===== config.mk =====
export PLATFORM = sky130hd
export DESIGN_NAME = multicycle_controller
export DESIGN_NICKNAME = d
export VERILOG_FILES = /design/src/rtl/multicycle_controller.sv
export SDC_FILE = /design/constraint.sdc
export NUM_CORES = 1
export LEC_CHECK = 0
export ABC_AREA = 1
export CAP_MARGIN = 20
export CELL_PAD_IN_SITES_DETAIL_PLACEMENT = 1
export CELL_PAD_IN_SITES_GLOBAL_PLACEMENT = 1
export CORE_UTILIZATION = 40
export DETAILED_ROUTE_END_ITERATION = 6
export DONT_BUFFER_PORTS = 1
export HOLD_SLACK_MARGIN = 0.15
export PLACE_DENSITY = 0.75
export SLEW_MARGIN = 20
export SYNTH_ARGS = -nofsm -noshare
export SYNTH_HDL_FRONTEND = slang
export SYNTH_SLANG_ARGS = --single-unit

===== constraint.sdc =====
create_clock -name clk -period 3.75 [get_ports clk]
set_clock_uncertainty 0.05 [all_clocks]
set_input_delay 0.1875 -clock clk [delete_from_list [all_inputs] [get_ports clk]]
set_output_delay 0.1875 -clock clk [all_outputs]
set_load 0.005 [all_outputs]

===== src/rtl/multicycle_controller.sv =====
// Main control FSM of the multicycle RV32IM core: instruction fetch, decode and datapath sequencing.
// Define RV32M_EN to enable the multiply/divide path and its timeout counter.
module multicycle_controller #(
  parameter int unsigned MULDIV_TIMEOUT = 40
) (
  input  logic        clk,
  input  logic        rst,
  output logic        imemReq,
  input  logic        imemAck,
  input  logic [31:0] imemData,
  output logic [31:0] ir,
  output logic [2:0]  immSel,
  output logic        aluSrcA,
  output logic        aluSrcB,
  input  logic        branchTaken,
  output logic        pcWrite,
  output logic [1:0]  pcSel,
  output logic        dmemReq,
  output logic        dmemWe,
  input  logic        dmemAck,
  output logic        mulDivStart,
  input  logic        mulDivDone,
  output logic        regWrite,
  output logic [1:0]  wbSel,
  output logic        trap
);

  localparam logic [6:0] OpLui    = 7'b0110111;
  localparam logic [6:0] OpAuipc  = 7'b0010111;
  localparam logic [6:0] OpJal    = 7'b1101111;
  localparam logic [6:0] OpJalr   = 7'b1100111;
  localparam logic [6:0] OpBranch = 7'b1100011;
  localparam logic [6:0] OpLoad   = 7'b0000011;
  localparam logic [6:0] OpStore  = 7'b0100011;
  localparam logic [6:0] OpOpImm  = 7'b0010011;
  localparam logic [6:0] OpOp     = 7'b0110011;

  localparam logic [2:0] ImmI    = 3'b000;
  localparam logic [2:0] ImmS    = 3'b001;
  localparam logic [2:0] ImmB    = 3'b010;
  localparam logic [2:0] ImmJ    = 3'b011;
  localparam logic [2:0] ImmU    = 3'b100;
  localparam logic [2:0] ImmNone = 3'b101;

  localparam logic [1:0] PcPlus4 = 2'b00;
  localparam logic [1:0] PcImm   = 2'b01;
  localparam logic [1:0] PcAlu   = 2'b10;

  localparam logic [1:0] WbAlu  = 2'b00;
  localparam logic [1:0] WbLoad = 2'b01;
  localparam logic [1:0] WbPc4  = 2'b10;
  localparam logic [1:0] WbImm  = 2'b11;

  typedef enum logic [2:0] {
    StFetch, StDecode, StExec, StMulDiv, StMem, StWb, StTrap
  } state_e;

  typedef enum logic [3:0] {
    ClsLui, ClsAuipc, ClsJal, ClsJalr, ClsBranch, ClsLoad, ClsStore, ClsOpImm, ClsOp,
    ClsMulDiv, ClsIllegal
  } cls_e;

  state_e      state_q, state_d;
  logic [31:0] ir_q;
  cls_e        cls;
  logic [2:0]  imm_fmt;
  logic        active;

  // Instruction class and immediate format, derived purely from the instruction register.
  always_comb begin
    cls     = ClsIllegal;
    imm_fmt = ImmNone;
    unique case (ir_q[6:0])
      OpLui:    begin cls = ClsLui;    imm_fmt = ImmU; end
      OpAuipc:  begin cls = ClsAuipc;  imm_fmt = ImmU; end
      OpJal:    begin cls = ClsJal;    imm_fmt = ImmJ; end
      OpJalr:   begin cls = ClsJalr;   imm_fmt = ImmI; end
      OpBranch: begin cls = ClsBranch; imm_fmt = ImmB; end
      OpLoad:   begin cls = ClsLoad;   imm_fmt = ImmI; end
      OpStore:  begin cls = ClsStore;  imm_fmt = ImmS; end
      OpOpImm:  begin cls = ClsOpImm;  imm_fmt = ImmI; end
      OpOp: begin
        if (ir_q[31:25] == 7'b0000001) begin
`ifdef RV32M_EN
          cls = ClsMulDiv;
`else
          cls = ClsIllegal;
`endif
        end else begin
          cls = ClsOp;
        end
      end
      default: ;
    endcase
  end

`ifdef RV32M_EN
  localparam int unsigned CntW = $clog2(MULDIV_TIMEOUT + 1);
  localparam logic [CntW-1:0] CntLast = CntW'(MULDIV_TIMEOUT - 1);

  logic [CntW-1:0] cnt_q, cnt_d;
  logic            timeout;

  // Counter is held at zero outside MULDIV, so it is cleared on every entry.
  assign cnt_d   = (state_q == StMulDiv) ? cnt_q + CntW'(1) : '0;
  assign timeout = (cnt_q == CntLast);
`else
  logic unused_muldiv;
  assign unused_muldiv = mulDivDone ^ (MULDIV_TIMEOUT == 0);
`endif

  always_comb begin
    state_d = state_q;
    unique case (state_q)
      StFetch:  if (imemAck) state_d = StDecode;
      StDecode: state_d = (cls == ClsIllegal) ? StTrap : StExec;
      StExec: begin
        unique case (cls)
          ClsBranch:         state_d = StFetch;
          ClsLoad, ClsStore: state_d = StMem;
          ClsMulDiv:         state_d = StMulDiv;
          default:           state_d = StWb;
        endcase
      end
      StMulDiv: begin
`ifdef RV32M_EN
        if (mulDivDone) begin
          state_d = StWb;
        end else if (timeout) begin
          state_d = StTrap;
        end
`else
        state_d = StTrap;
`endif
      end
      StMem:    if (dmemAck) state_d = (cls == ClsStore) ? StFetch : StWb;
      StWb:     state_d = StFetch;
      StTrap:   state_d = StTrap;
      default:  state_d = StTrap;
    endcase
  end

  always_ff @(posedge clk or posedge rst) begin
    if (rst) begin
      state_q <= StFetch;
      ir_q    <= 32'h0000_0013;
`ifdef RV32M_EN
      cnt_q   <= '0;
`endif
    end else begin
      state_q <= state_d;
      if (state_q == StFetch && imemAck) begin
        ir_q <= imemData;
      end
`ifdef RV32M_EN
      cnt_q   <= cnt_d;
`endif
    end
  end

  // Decoded selects are only meaningful between DECODE and the last state of the instruction.
  assign active  = (state_q != StFetch) && (state_q != StTrap);
  assign immSel  = active ? imm_fmt : ImmNone;
  assign aluSrcA = active && (cls inside {ClsAuipc, ClsJal, ClsBranch});
  assign aluSrcB = active && !(cls inside {ClsOp, ClsMulDiv, ClsIllegal});

  always_comb begin
    imemReq     = 1'b0;
    pcWrite     = 1'b0;
    pcSel       = PcPlus4;
    dmemReq     = 1'b0;
    dmemWe      = 1'b0;
    mulDivStart = 1'b0;
    regWrite    = 1'b0;
    wbSel       = WbAlu;
    unique case (state_q)
      // Reset lands in FETCH, so the request is gated to drop while rst is held.
      StFetch: imemReq = !rst;
      StExec: begin
        if (cls == ClsBranch) begin
          pcWrite = 1'b1;
          pcSel   = branchTaken ? PcImm : PcPlus4;
        end
`ifdef RV32M_EN
        mulDivStart = (cls == ClsMulDiv);
`endif
      end
      StMem: begin
        dmemReq = 1'b1;
        dmemWe  = (cls == ClsStore);
        if (dmemAck && cls == ClsStore) begin
          pcWrite = 1'b1;
          pcSel   = PcPlus4;
        end
      end
      StWb: begin
        regWrite = (ir_q[11:7] != 5'd0);
        pcWrite  = 1'b1;
        unique case (cls)
          ClsLoad:         wbSel = WbLoad;
          ClsJal, ClsJalr: wbSel = WbPc4;
          ClsLui:          wbSel = WbImm;
          default:         wbSel = WbAlu;
        endcase
        unique case (cls)
          ClsJal:  pcSel = PcImm;
          ClsJalr: pcSel = PcAlu;
          default: pcSel = PcPlus4;
        endcase
      end
      default: ;
    endcase
  end

  assign ir   = ir_q;
  assign trap = (state_q == StTrap);

endmodule


==> results of run 1 <==
## layer usage
metal | share of wire | GRT usage
met1 | 0.40 | 0.274
met4 | 0.020 | 0.0889
met2 | 0.52 | 0.379
met5 | 0 | 0
met3 | 0.058 | 0.0641
## sequential cells by signal, summed over array words and instances, names as in the netlist
signal / flops
ir: 32
state_q: 3
## critical path, cell delays in order (launching register included)
cell and delay [ns]:
dfstp_2 0.58, nand2_1 0.08, inv_2 0.07, nand2_1 0.14
nor2_1 0.20, nor2_2 0.09, nand3_2 0.10, nand3_1 0.12
o22ai_2 0.16
## report_power, final
part	total, mW	switching, mW	internal (mW)
logic	0.686	0.333	0.353
clock network	0.290	0.139	0.151
registers	0.797	0.217	0.580
## area by class of cell
| cell class | count | area [um^2] |
|---|---|---|
| fillers | 491 | 2100 |
| multi-input cells | 127 | 893 |
| flip-flops and latches | 35 | 880 |
| repair buffers | 36 | 358 |
| clock buffers | 7 | 86.3 |
| inverters | 22 | 82.6 |
| well taps | 52 | 65.1 |
| clock inverters | 1 | 8.76 |
## timing repair
item,4_1_cts,5_1_grt
hold endpoints to repair,66,0
resized for setup,0,0
hold buffers,35,0
## through the flow
step	hold slack, ns	cells	cell area [um^2]
after floorplan	0.268	189	1910
after global placement	0.139	237	1930
after detailed placement	0.159	237	1930
after CTS	0.363	280	2370
after global routing	0.370	280	2370
final	0.361	280	2370
## final timing paths
check	startpoint	end	slack (ns)
max in group asynchronous	rst	ir[0]$_DFFE_PP1P_	2.90
setup reg to reg	state_q[0]$_DFFE_PP0P_	ir[11]$_DFFE_PP0P_	2.01
min in group asynchronous	rst	ir[10]$_DFFE_PP0P_	0.40
setup / recovery	ir[1]$_DFFE_PP1P_	wbSel[0]	1.69
hold reg to reg	ir[21]$_DFFE_PP0P_	ir[21]$_DFFE_PP0P_	0.50
hold / removal	rst	imemReq	0.36
## cells in the final DEF (no fill, tap or decap)
cell / instances
or2_2: 1
nand2_1: 16
dfstp_2: 3
nor3_1: 1
clkbuf_1: 1
nand3_2: 2
mux2_4: 25
o22ai_2: 1
inv_1: 18
nand2_4: 1
nand2_2: 1
o31ai_1: 2
nor2_1: 36
nand3b_1: 1
dfrtp_1: 32
buf_4: 1
inv_2: 4
clkinv_4: 1
conb_1: 1
or4_1: 1
clkbuf_8: 6
a31oi_1: 1
dlygate4sd3_1: 35
nand4_1: 3
o21ai_0: 5
nand3_1: 11
nor2_2: 6
a21oi_1: 9
nor2_4: 2
nand3_4: 1
## cells by family (layout without fill, tap and decap cells)
family	count (synthesis)	count (layout)	synth area share
AO/OA/AOI/OAI	18	18	0.0544
buffers and inverters	27	66	0.0708
flip-flops	35	35	0.461
multiplexers	25	25	0.197
other	1	1	0.00197
AND/OR/NAND/NOR	83	83	0.215
==> results.sh, run 1 <==
export IMPL_vias=1484
export IMPL_clk_latency_ns=0.29
export IMPL_die_area_um2=5050
export IMPL_cts_buffers=5
export IMPL_cts_clk_slew_worst_paths_ns=0.07
export IMPL_avgRoutedWirePerCell_um=18.4
export IMPL_antennaDiodeCount=0
export IMPL_root_buffer="clkbuf_8"
export IMPL_slew_headroom=0.596
export IMPL_worst_pin_slew_ns=0.605
export IMPL_area_growth_pct=24.4
export IMPL_worst_ep_arrival_time_ns=1.82
export IMPL_synth_most_common_cell="nor2_1"
export IMPL_syn_area_per_cell_um2=10.1
export IMPL_postSynthCellCount=189
export IMPL_setup_viol=0
export IMPL_grt_pass1_wl_um=8580
export IMPL_postSynthNetCount=227
export IMPL_ios=86
export IMPL_routed_wl_um=5140
export IMPL_worst_r2r_cell_count=5
export IMPL_fin_setup_tns_ns=0
export IMPL_syn_cell_area_um2=1910
export IMPL_drtIter0Drc=86
export IMPL_fp_row_count=24
export IMPL_power_mw=1.77
export IMPL_yosys_warnings=0
export IMPL_fin_crit_sh=0.550
export IMPL_clockBufferDepth=2
export IMPL_drive_gt1_frac=0.241
export IMPL_cp_end_kind="primary output"
export IMPL_detail_route_antenna_nets=0
export IMPL_drc=4
export IMPL_leakagePower_nw=1.19
export IMPL_yosysTopAreaCell="dfrtp_1"
export IMPL_dpl_hpwl_um=3380
export IMPL_maxCapViolations=0
export IMPL_critPathKind="flop to primary output"
export IMPL_core_area_um2=4470
export IMPL_place_port_buffers=0
export IMPL_ir_drop_v=0.000370
export IMPL_cts_sinks=35
export IMPL_hold_viol=0
export IMPL_ys_types=27
export IMPL_ys_ff_latch=35
export IMPL_detail_route_first_pass_iterations=7
export IMPL_grtUsageTotal=0.225
export IMPL_critPathRequiredTime_ns=3.51
export IMPL_die_w_um=71.1
export IMPL_synth_edff_count=0
export IMPL_hold_depth=1
export IMPL_critPathMaxFanout=5
export IMPL_final_min_clock_period_ns=2.06
export IMPL_netlist_area_leader_share=0.420
export IMPL_final_nets=265
export IMPL_gp_routability_congestion=0.802
export IMPL_ys_flop_type="dfrtp_1"
export IMPL_antenna_found_initial=0
export IMPL_fin_ws_ns=1.69
export IMPL_power_density_nw_per_um2=747
export IMPL_final_core_util=0.530
export IMPL_grt_overflow=0
export IMPL_grt_max_degree=40
export IMPL_async_flop_share=1.00
export IMPL_grt_pass1_vias=1700
export IMPL_h_tree_depth=2
export IMPL_cts_tree="yes"
export IMPL_synthTopCellsByArea="dfrtp_1 (42%), mux2_4 (20%), nor2_1 (7.1%)"
export IMPL_synth_seq_area_share=0.461
export IMPL_status="finished with violations"
export IMPL_cts_setup_buffers=0
export IMPL_synthTopCellsByCount="nor2_1 (36), dfrtp_1 (32), mux2_4 (25)"
export IMPL_viasPerCell=5.30
export IMPL_violations="design-rule violations"
export IMPL_clock_fmax_mhz=485
export IMPL_rsz0062_at_grt="no"
export IMPL_hold_class="input pin to primary output"
export IMPL_place_ws_ns=2.00
export IMPL_start_kind="flop"
export IMPL_initial_core_util=0.426
export IMPL_drv_slew=0
export IMPL_die_y_um=71.1
(Power assumes the default switching activity.)
==> inputs of run 2 (changes only) <==
Clock period 3.75 ns to 1.95 ns, I/O delays scaled along.
==> run 2 against run 1 <==
The run still ends with design-rule violations left. Die area is the same. Cell count grew 2.1%. Sequential cell count is the same. Critical endpoint unchanged. Largest cell class unchanged. Highest routed layer unchanged.
==> results.sh, run 2 (synthesis gave the netlist of run 1 again) <==
export IMPL_cts_buffers=5
export IMPL_die_w_um=71.1
export IMPL_dpl_hpwl_um=3390
export IMPL_cp_end_kind="primary output"
export IMPL_avgRoutedWirePerCell_um=19.2
export IMPL_antennaDiodeCount=0
export IMPL_power_density_nw_per_um2=1410
export IMPL_violations="design-rule violations"
export IMPL_viasPerCell=5.35
export IMPL_setup_viol=0
export IMPL_grt_use_met3=0.0670
export IMPL_h_tree_depth=2
export IMPL_hold_class="input pin to primary output"
export IMPL_slew_headroom=0.591
export IMPL_area_growth_pct=32.9
export IMPL_path_cells="inv_2, nand3_4, nor2_4, buf_4, nor3_4, nand3_2, o22ai_2"
export IMPL_drc=4
export IMPL_cts_clk_slew_worst_paths_ns=0.07
export IMPL_die_y_um=71.1
export IMPL_largest_reg_flops=32
export IMPL_multi_input_area_um2=992
export IMPL_status="finished with violations"
export IMPL_grt_use_met1=0.268
export IMPL_regArea_um2=882
export IMPL_fin_setup_tns_ns=0
export IMPL_cp_slowest_cell="dfstp_2"
export IMPL_gp_routability_congestion=0.799
export IMPL_die_area_um2=5050
export IMPL_detail_route_first_pass_iterations=6
export IMPL_fin_area_um2=2530
export IMPL_vias=1529
export IMPL_crit_path_max_incr_delay_ns=0.59
export IMPL_grtUsageTotal=0.221
export IMPL_final_nets=271
export IMPL_fillers=488
export IMPL_grt_pass1_wl_um=8600
export IMPL_fin_crit_sh=0.974
export IMPL_worst_ep_arrival_time_ns=1.75
export IMPL_clockBufferDepth=2
export IMPL_ir_drop_v=0.000670
export IMPL_place_port_buffers=0
export IMPL_cts_sinks=35
export IMPL_rsz0062_at_grt="yes"
export IMPL_grt_overflow=0
export IMPL_clk_latency_ns=0.28
export IMPL_cts_tree="yes"
export IMPL_grtUsageMet2=0.380
export IMPL_fp_row_count=24
export IMPL_worst_pin_slew_ns=0.613
export IMPL_critPathRequiredTime_ns=1.80
export IMPL_clock_fmax_mhz=526
export IMPL_grt_max_degree=40
export IMPL_postPlaceCellArea_um2=1930
export IMPL_final_min_clock_period_ns=1.90
export IMPL_detail_route_antenna_nets=0
export IMPL_critPathKind="flop to primary output"
export IMPL_maxCapViolations=0
export IMPL_start_kind="flop"
export IMPL_grt_busiest_layer="met2"
export IMPL_core_area_um2=4470
export IMPL_drv_slew=0
export IMPL_routed_wl_um=5480
export IMPL_drive_gt1_frac=0.355
export IMPL_critPathMaxFanout=4
export IMPL_leakagePower_nw=1.26
export IMPL_root_buffer="clkbuf_8"
export IMPL_hold_viol=0
export IMPL_antenna_found_initial=0
export IMPL_initial_core_util=0.426
export IMPL_ios=86
export IMPL_final_common_cell="dlygate4sd3_1"
export IMPL_grt_pass1_vias=1737
export IMPL_drtIter0Drc=65
export IMPL_final_cell_mix="dlygate4sd3_1 (35), dfrtp_1 (30), nor2_1 (27), mux2_4 (25), inv_1 (16)"
## run 2: cell count changes in the layout (fill, tap and decap cells not counted), sizes merged
cell  delta
buf      +6
## run 2: cell type report
| type | count | area share |
|---|---|---|
| inverters | 22 | 0.0336 |
| multi-input cells | 127 | 0.391 |
| clock buffers | 7 | 0.0341 |
| well taps | 52 | 0.0257 |
| clock inverters | 1 | 0.00346 |
| repair buffers | 42 | 0.164 |
| flip-flops and latches | 35 | 0.348 |
## run 2: path summary, 6_finish.rpt
kind,start,end,slack [ns],cells after the start
worst max register to register,state_q[0]$_DFFE_PP0P_,ir[31]$_DFFE_PP0P_,0.19,5
worst min register to register,ir[16]$_DFFE_PP0P_,ir[16]$_DFFE_PP0P_,0.50,1
worst max-delay path,ir[4]$_DFFE_PP1P_,wbSel[0],0.05,7
worst min-delay path,rst,imemReq,0.18,1
max in group asynchronous,rst,ir[0]$_DFFE_PP1P_,1.18,3
min in group asynchronous,rst,ir[10]$_DFFE_PP0P_,0.32,3
## run 2: through the flow
stage	power, mW	util	hold slack [ns]	worst slack (ns)	instances
floorplan	2.51	-	0.176	0.503	189
global placement	2.69	0.431	0.0491	0.299	237
detailed placement	2.77	0.431	0.0684	0.231	237
CTS	3.38	0.530	0.184	0.00385	280
global route	3.81	0.567	0.189	-0.0271	286
finish	3.57	0.567	0.184	0.0498	286
## run 2: layer usage
layer | routed length, um | vias to the layer above
li1 | - | 704
met1 | 2210 | 758
met2 | 2890 | 61
met3 | 308 | 6
met4 | 73 | 0
met5 | 0 | -
## run 2: repair_timing
item	4_1_cts	5_1_grt
setup buffers	0	6
setup endpoints to repair	0	3
resized for setup	0	31
endpoints found under the hold margin	69	0
hold buffers	35	0
## run 2: worst max-delay path, delay by kind of cell, from the launching register on
family / cells / cell delay, ns
flip-flops: 1 / 0.59
AND/OR/NAND/NOR: 4 / 0.50
buffers and inverters: 2 / 0.23
AO/OA/AOI/OAI: 1 / 0.14
## run 2: power breakdown
group | internal [mW] | switching [mW] | total (mW) | leakage [nW]
combinational | 0.750 | 0.721 | 1.47 | 0.806
clock | 0.289 | 0.261 | 0.550 | 0.0484
sequential | 1.12 | 0.426 | 1.55 | 0.403
==> inputs of run 3 (changes only) <==
Settings changed: ABC_AREA 1 to default, PLACE_DENSITY 0.75 to 0.74.
==> run 3 against run 2 <==
The flow finishes with violations (negative setup slack). First-iteration DRC count rose by 57%. Largest power group is now combinational cells. Worst setup slack worse by 0.16 ns. Register-to-register slack worse by 0.23 ns. Highest routed layer unchanged. Sequential cell count unchanged.
==> results.sh, run 3 <==
export IMPL_detail_route_first_pass_iterations=4
export IMPL_violations="negative setup slack"
export IMPL_syn_area_per_cell_um2=11.3
export IMPL_routed_wl_um=5640
export IMPL_ys_flop_type="dfrtp_1"
export IMPL_drc=0
export IMPL_rsz0062_at_grt="yes"
export IMPL_clk_latency_ns=0.28
export IMPL_synth_compound_area_frac=0.0902
export IMPL_timing_critical_path_mode_cell="or3_4"
export IMPL_synth_most_common_cell="dfrtp_1"
export IMPL_critPathKind="flop to primary output"
export IMPL_yosys_warnings=0
export IMPL_final_nets=257
export IMPL_die_w_um=69.7
export IMPL_cp_num_buf_inv=1
export IMPL_place_port_buffers=0
export IMPL_die_area_um2=4850
export IMPL_fp_row_count=24
export IMPL_ys_types=46
export IMPL_cts_clk_slew_worst_paths_ns=0.07
export IMPL_cp_end_kind="primary output"
export IMPL_h_tree_depth=2
export IMPL_status="finished with violations"
export IMPL_syn_cell_area_um2=1830
export IMPL_reg2reg_slack_ns=-0.04
export IMPL_antennaDiodeCount=0
export IMPL_netlist_area_leader_share=0.437
export IMPL_area_growth_pct=41.3
export IMPL_drive_gt1_frac=0.414
export IMPL_postSynthNetCount=200
export IMPL_synth_top_family_by_area="multiplexers"
export IMPL_synthTopCellsByArea="dfrtp_1 (44%), mux2_2 (19%), dfstp_2 (4.3%)"
export IMPL_ys_ff_latch=35
export IMPL_final_common_cell="dlygate4sd3_1"
export IMPL_synth_fa_ha_area_frac=0
export IMPL_final_core_util=0.590
export IMPL_initial_core_util=0.418
export IMPL_synthTopCellsByCount="dfrtp_1 (32), mux2_2 (31), nor2_1 (15)"
export IMPL_worst_ep_arrival_time_ns=1.91
export IMPL_power_density_nw_per_um2=1550
export IMPL_critPathRequiredTime_ns=1.80
export IMPL_largest_reg_flops=32
export IMPL_grt_overflow=0
export IMPL_final_min_clock_period_ns=2.06
export IMPL_crit_path_max_incr_delay_ns=0.56
export IMPL_synth_xor_area_frac=0.0143
export IMPL_ios=86
export IMPL_core_area_um2=4380
export IMPL_path_cells="nand2_4, or3_4, or3_4, o32ai_2, buf_4"
export IMPL_place_ws_ns=-0.0157
export IMPL_antenna_found_initial=0
export IMPL_clock_fmax_mhz=486
export IMPL_gp_routability_congestion=0.843
export IMPL_leakagePower_nw=1.08
export IMPL_final_cell_mix="dlygate4sd3_1 (35), mux2_2 (31), dfrtp_1 (31), buf_4 (25), nor2_1 (13)"
export IMPL_fin_area_um2=2590
export IMPL_yosys_area_share_simple=0.152
export IMPL_synth_seq_area_share=0.480
export IMPL_drtIter0Drc=102
export IMPL_grt_pass1_wl_um=8760
export IMPL_yosysTopAreaCell="dfrtp_1"
export IMPL_postSynthCellCount=162
export IMPL_synth_edff_count=0
export IMPL_cts_tree="yes"
export IMPL_fin_crit_sh=1.05
export IMPL_hold_class="input pin to primary output"
export IMPL_grt_pass1_vias=1689
export IMPL_synthMuxAreaShare=0.208
export IMPL_clockBufferDepth=2
export IMPL_start_kind="flop"
export IMPL_fin_setup_tns_ns=-0.457
export IMPL_drv_slew=0
export IMPL_root_buffer="clkbuf_8"
export IMPL_cts_sinks=35
export IMPL_power_mw=4.01
export IMPL_async_flop_share=1.00
export IMPL_critPathMaxFanout=4
export IMPL_vias=1510
export IMPL_viasPerCell=5.55
export IMPL_postPlaceCellArea_um2=1920
export IMPL_cts_buffers=5
export IMPL_dpl_hpwl_um=3370
export IMPL_grt_max_degree=36
export IMPL_avgRoutedWirePerCell_um=20.7
export IMPL_fin_ws_ns=-0.107
export IMPL_critical_path_top_delay_family="simple AND/OR/NAND/NOR gates"
export IMPL_ir_drop_v=0.000704
export IMPL_setup_viol=6
export IMPL_cp_slowest_cell="dfstp_2"
export IMPL_hold_viol=0
export IMPL_grtUsageTotal=0.233
export IMPL_maxCapViolations=0
export IMPL_die_y_um=69.7
export IMPL_detail_route_antenna_nets=0
==> run 3: cell types whose count changed after synthesis, moves of 4 or more <==
cell / change
nand2_1: -10
nand3_1: -9
mux2_2: +31
nor2_1: -21
inv_1: -15
inv_2: -4
a21oi_1: -4
nor2_2: -6
mux2_4: -25
nor3_1: +5
==> run 3: path summary, 6_finish.rpt <==
path,cells past startpoint,from,end
setup reg to reg,5,ir[5]$_DFFE_PP0P_,state_q[2]$_DFFE_PP0P_
hold reg to reg,1,ir[18]$_DFFE_PP0P_,ir[18]$_DFFE_PP0P_
max in group asynchronous,3,rst,ir[4]$_DFFE_PP1P_
setup / recovery,5,ir[0]$_DFFE_PP1P_,pcWrite
min in group asynchronous,3,rst,state_q[2]$_DFFE_PP0P_
hold / removal,1,rst,imemReq
==> run 3: logic make-up after synthesis <==
group / after synthesis
AOI/OAI and AO/OA: 23
and+or+nand+nor: 50
DFF: 35
xor gates and xnor gates: 3
muxes: 34
other: 1
buffers and inverters: 16
==> run 3: timing repair <==
action,in CTS,in global routing
hold buffers,35,0
buffers inserted,8,5
pin swaps,9,7
gates resized for setup,15,9
endpoints found under the setup margin,6,8
hold endpoints to repair,68,0
==> run 3: area by class of cell <==
type                    count  area (um^2)
clock buffers               6         82.6
multi-input cells         111          942
flip-flops and latches     35          881
repair buffers             63          572
well taps                  52         65.1
inverters                   3         11.3
fillers                   451         1800
clock inverters             2         35.0
==> run 3: metrics by stage <==
step	std cells	hold WS, ns
2_1_floorplan	162	0.175
3_3_place_gp	216	0.0509
3_5_place_dp	216	0.0635
4_1_cts	267	0.179
5_1_grt	272	0.182
6_report	272	0.179
==> run 3: power breakdown <==
part	leakage, nW	switching, mW	internal (mW)
Combinational	0.606	0.861	0.933
Sequential	0.412	0.428	1.12
Clock	0.0612	0.251	0.413
==> run 3: routing by layer <==
| layer | global-route usage | vias up | routed length (um) |
|---|---|---|---|
| met2 | 0.431 | 65 | 3030 |
| li1 | - | 691 | - |
| met1 | 0.255 | 748 | 2150 |
| met4 | 0.0511 | 0 | 23 |
| met3 | 0.0828 | 6 | 429 |
| met5 | 0 | - | 0 |
